File: src/rtl/fetch_queue.sv
// Instruction-fetch front end: PC generator issuing over a req/gnt/rvalid memory port, feeding a
// DEPTH-entry {instr, pc} queue that decode drains via valid/ready; redirects flush and squash stale data.
module fetch_queue #(
  parameter int unsigned DEPTH    = 4,
  parameter logic [31:0] RESET_PC = 32'h0000_3000
) (
  input  logic        clk,
  input  logic        reset,
  input  logic        redirect,
  input  logic [31:0] redirect_pc,
  output logic        imem_req,
  output logic [31:0] imem_addr,
  input  logic        imem_gnt,
  input  logic        imem_rvalid,
  input  logic [31:0] imem_rdata,
  output logic        instr_valid,
  output logic [31:0] instr,
  output logic [31:0] pc,
  output logic [31:0] pc4,
  input  logic        instr_ready
);

  localparam int unsigned PW = $clog2(DEPTH);
  localparam int unsigned CW = PW + 1;
  localparam logic [CW:0] DEPTH_W = (CW + 1)'(DEPTH);

  typedef struct packed {
    logic [31:0] instr;
    logic [31:0] pc;
  } entry_t;

  entry_t        mem [DEPTH];
  logic [PW-1:0] rd_ptr;
  logic [PW-1:0] wr_ptr;
  logic [CW-1:0] count;
  logic [CW-1:0] inflight;
  logic [CW-1:0] drop_cnt;
  logic [CW-1:0] inflight_after_resp;
  logic [31:0]   fetch_pc;
  logic [31:0]   resp_pc;
  logic [31:0]   redirect_addr;
  logic [CW:0]   credit_used;
  logic          issue;
  logic          push;
  logic          pop;
  entry_t        head;

  assign redirect_addr       = {redirect_pc[31:2], 2'b00};
  assign inflight_after_resp = inflight - CW'(imem_rvalid);

  // Credit: queued entries plus outstanding requests never exceed DEPTH, so pushes always fit.
  assign credit_used = {1'b0, count} + {1'b0, inflight};
  assign imem_req    = reset & ~redirect & (credit_used < DEPTH_W);
  assign imem_addr   = fetch_pc;
  assign issue       = imem_req & imem_gnt;

  assign push        = imem_rvalid & ~redirect & (drop_cnt == '0);
  assign instr_valid = (count != '0);
  assign pop         = instr_valid & instr_ready;

  assign head  = mem[rd_ptr];
  assign instr = instr_valid ? head.instr : 32'h0;
  assign pc    = instr_valid ? head.pc : resp_pc;
  assign pc4   = pc + 32'd4;

  always_ff @(posedge clk or negedge reset) begin
    if (!reset) begin
      fetch_pc <= RESET_PC;
      resp_pc  <= RESET_PC;
      rd_ptr   <= '0;
      wr_ptr   <= '0;
      count    <= '0;
      inflight <= '0;
      drop_cnt <= '0;
    end else if (redirect) begin
      // Every request still outstanding after this cycle belongs to the old path.
      fetch_pc <= redirect_addr;
      resp_pc  <= redirect_addr;
      rd_ptr   <= '0;
      wr_ptr   <= '0;
      count    <= '0;
      inflight <= inflight_after_resp;
      drop_cnt <= inflight_after_resp;
    end else begin
      if (issue) begin
        fetch_pc <= fetch_pc + 32'd4;
      end
      if (push) begin
        wr_ptr  <= wr_ptr + PW'(1);
        resp_pc <= resp_pc + 32'd4;
      end
      if (pop) begin
        rd_ptr <= rd_ptr + PW'(1);
      end
      count    <= count + CW'(push) - CW'(pop);
      inflight <= inflight_after_resp + CW'(issue);
      if (imem_rvalid && (drop_cnt != '0)) begin
        drop_cnt <= drop_cnt - CW'(1);
      end
    end
  end

  always_ff @(posedge clk) begin
    if (push) begin
      mem[wr_ptr] <= '{instr: imem_rdata, pc: resp_pc};
    end
  end

endmodule

File: config.mk
export PLATFORM = sky130hd
export DESIGN_NAME = fetch_queue
export DESIGN_NICKNAME = d
export VERILOG_FILES = /design/src/rtl/fetch_queue.sv
export SDC_FILE = /design/constraint.sdc
export NUM_CORES = 1
export LEC_CHECK = 0
export BUFFER_PORTS_ARGS = -buffer_cell sky130_fd_sc_hd__buf_2
export CELL_PAD_IN_SITES_DETAIL_PLACEMENT = 0
export CELL_PAD_IN_SITES_GLOBAL_PLACEMENT = 1
export CORE_AREA = 2 2 187 189
export CTS_CLUSTER_SIZE = 25
export DETAILED_ROUTE_END_ITERATION = 12
export DIE_AREA = 0 0 189 191
export PLACE_DENSITY = 0.81
export RECOVER_POWER = 100
export SLEW_MARGIN = 10
export SYNTH_ARGS = -nofsm -noshare
export SYNTH_HDL_FRONTEND = slang
export SYNTH_SLANG_ARGS = --single-unit
File: constraint.sdc
create_clock -name clk -period 3 [get_ports clk]
set_input_delay 0.15 -clock clk [delete_from_list [all_inputs] [get_ports clk]]
set_output_delay 0.15 -clock clk [all_outputs]
set_load 0.02 [all_outputs]
==> metrics.txt <==
Tot Pwr 15.22 mW; Most used DFF post-synth edfxtp_1; Unique masters post-synth 56; most common cell in the netlist edfxtp_1; largest net degree at the start of global routing 63; share of cells above drive strength 1 27.45%; Hold Crit Class in2reg; Placed Area 0.01641 mm^2; post-synth top area share 51.46%; Max Root-Sink Buffers 3; period utilisation layout 107.5%; DR vias/cell 5.331; TritonCTS buffer count 35; syn avg cell area 14.50 um^2; Layout Cells excl Fill 1803; # DRC 0; P&R area growth vs syn 27.56%; routed wire length 35300 um; vias in the first global route 9636; Fin. Hold Viols 0; failing checks max-capacitance violations, max-slew violations, negative setup slack; antenna viol nets, final 0; Sink Count 321; area of the multi-input gates 0.005131 mm^2; CTS tree yes; net count reported at finish 1411; total global routing overflow 0; synth warn 0; Post-synth ARST share 22.74%; relative slew slack -1.668%; final setup margin -225.1 ps; Slew Limit Fails 28; Worst Setup End Kind output pin; startpoint types flip-flop; total track usage 19.55%; leakage dissipation 6.811 nW; cell taking the most area after synthesis edfxtp_1; Placer Congestion 0.8356; die area 0.03610 mm^2; Worst VDD drop 0.4734 mV; hpwl dp 23540 um; reg2reg setup slack 90 ps; Gate Count Post-Synth 998; fin crit period 3225 ps; RSZ-0062 raised after global routing yes; WP data required 2850 ps; EDFF count, synth 248; # IOs 200; fillers 2846; Post-synth top cells edfxtp_1 (248), nand2_1 (114), dfrtp_1 (69); initial antenna violation count 0; First DRT Iteration DRCs 654; Site Rows 68; Max FO, Critical Path 6; final cell utilization of the core 54.11%; WL/cell 19.58 um; IO Port Bufs 191; Slew @ Worst Pin 1525 ps; Mapped Area 0.01447 mm^2; status complete, but fails checks; CTS clock-pin slew for the worst setup and hold paths 60 ps; fmax 310.1 MHz; PD cells 824.5 mW/mm^2; H-tree Lvls 2; CTS root buf clkbuf_16; core footprint 0.03412 mm^2; Hold Crit Depth 3; Placed Instances 1656; Clock Latency Late Sink 510 ps; Reg2Reg Depth 10; Final setup violation count 20; Register Area 0.009286 mm^2; Area contributors post-synth edfxtp_1 (51%), dfrtp_1 (12%), mux4_2 (7.2%); FF+latch count, synth 321; part of the Yosys area used for sequential elements 64.11%; Arr. time, crit path 3080 ps; total inserted antenna cells 0; die extent in x 189 um; Die Ht 191 um; Hold WS 75.11 ps; critical path class reg2out; Post-Layout Inst Area 0.01846 mm^2; max cap viols 1; first-pass GRT wire length 54400 um; initial core utilization 42.42%; Final Skew 28.13 ps; vias 9611; DR pass1 iterations 5
==> power by group <==
group / internal (mW) / leakage, nW / switching, mW
logic: 2.44 / 3.19 / 3.42
registers: 5.08 / 3.10 / 0.265
clock network: 2.37 / 0.520 / 1.64
==> cells in the final DEF (no fill, tap or decap), types with 42 or more instances in the layout <==
| master | synthesis | final |
|---|---|---|
| nand2_1 | 114 | 110 |
| buf_2 | 9 | 108 |
| edfxtp_1 | 248 | 248 |
| xnor2_1 | 52 | 42 |
| clkbuf_1 | 28 | 86 |
| dfrtp_1 | 69 | 65 |
| o21ai_0 | 42 | 42 |
| dlygate4sd3_1 | 0 | 63 |
| buf_4 | 8 | 64 |
| mux4_2 | 46 | 51 |
==> worst paths after layout <==
path	start	endpoint
worst max-delay path	rd_ptr[0]$_DFFE_PN0P_	pc4[22]
worst min-delay path	imem_rvalid	inflight[0]$_DFF_PN0_
worst max register to register	count[1]$_DFF_PN0_	imem_addr[23]$_DFFE_PN0P_
worst min register to register	imem_addr[26]$_DFFE_PN0P_	imem_addr[26]$_DFFE_PN0P_
max in group asynchronous	reset	rd_ptr[0]$_DFFE_PN0P_
min in group asynchronous	reset	imem_addr[17]$_DFFE_PN0P_
==> area by class of cell <==
| class | instances | share of cell area (%) |
|---|---|---|
| well taps | 455 | 3.084 |
| flip-flops and latches | 321 | 50.30 |
| multi-input cells | 599 | 27.79 |
| clock inverters | 15 | 0.6913 |
| clock buffers | 47 | 5.097 |
| inverters | 32 | 0.6642 |
| repair buffers | 334 | 12.37 |
==> worst max-delay path, cell delays in order (launching register included) <==
cell and delay (ps):
dfrtp_4 480, mux4_2 570, mux2i_4 180, inv_2 70, ha_4 170, o31a_1 110, and4_4 160, o2bb2a_4 230
and3_1 240, nand2_1 120, xnor2_2 110, buf_4 150
==> through the flow <==
step | setup slack, ps | TNS, ps
after floorplan | -103.7 | -191.6
after global placement | 62.58 | 0
after detailed placement | 58.37 | 0
after CTS | -269.6 | -3676
after global routing | -357.0 | -5762
final | -225.1 | -2906
==> per-layer routing <==
metal  up-vias  track usage, %  wire length (um)
li1       4411               -                 -
met1      4777           26.98             15280
met2       365           32.39             16640
met3        58           3.378              2583
met4         0           4.778               797
met5         -               0                 0
==> flip-flops by register name, indices dropped and copies added, names as in the netlist <==
signal     cells
count          3
drop_cnt       3
imem_addr     30
inflight       3
mem          248
rd_ptr         2
resp_pc       30
wr_ptr         2
==> cells by family (layout without fill, tap and decap cells) <==
family                     Yosys count  in the layout  synth area share (%)
muxes                               91             91                 12.21
DFF                                321            321                 64.11
AOI/OAI and AO/OA                   94             94                 4.037
and+or+nand+nor                    317            317                 10.94
buffers and inverters               83            428                 2.654
other                                1              6               0.02591
xor gates and xnor gates            73             73                 4.418
adders and majority gates           18             18                 1.608
==> what timing repair did <==
item,CTS,global route
pin swaps,9,10
hold buffers,63,0
setup buffers,12,9
gates cloned,0,1
gates resized for setup,48,37
endpoints found under the setup margin,25,29
hold endpoints to repair,212,0
(Power assumes the default switching activity.)
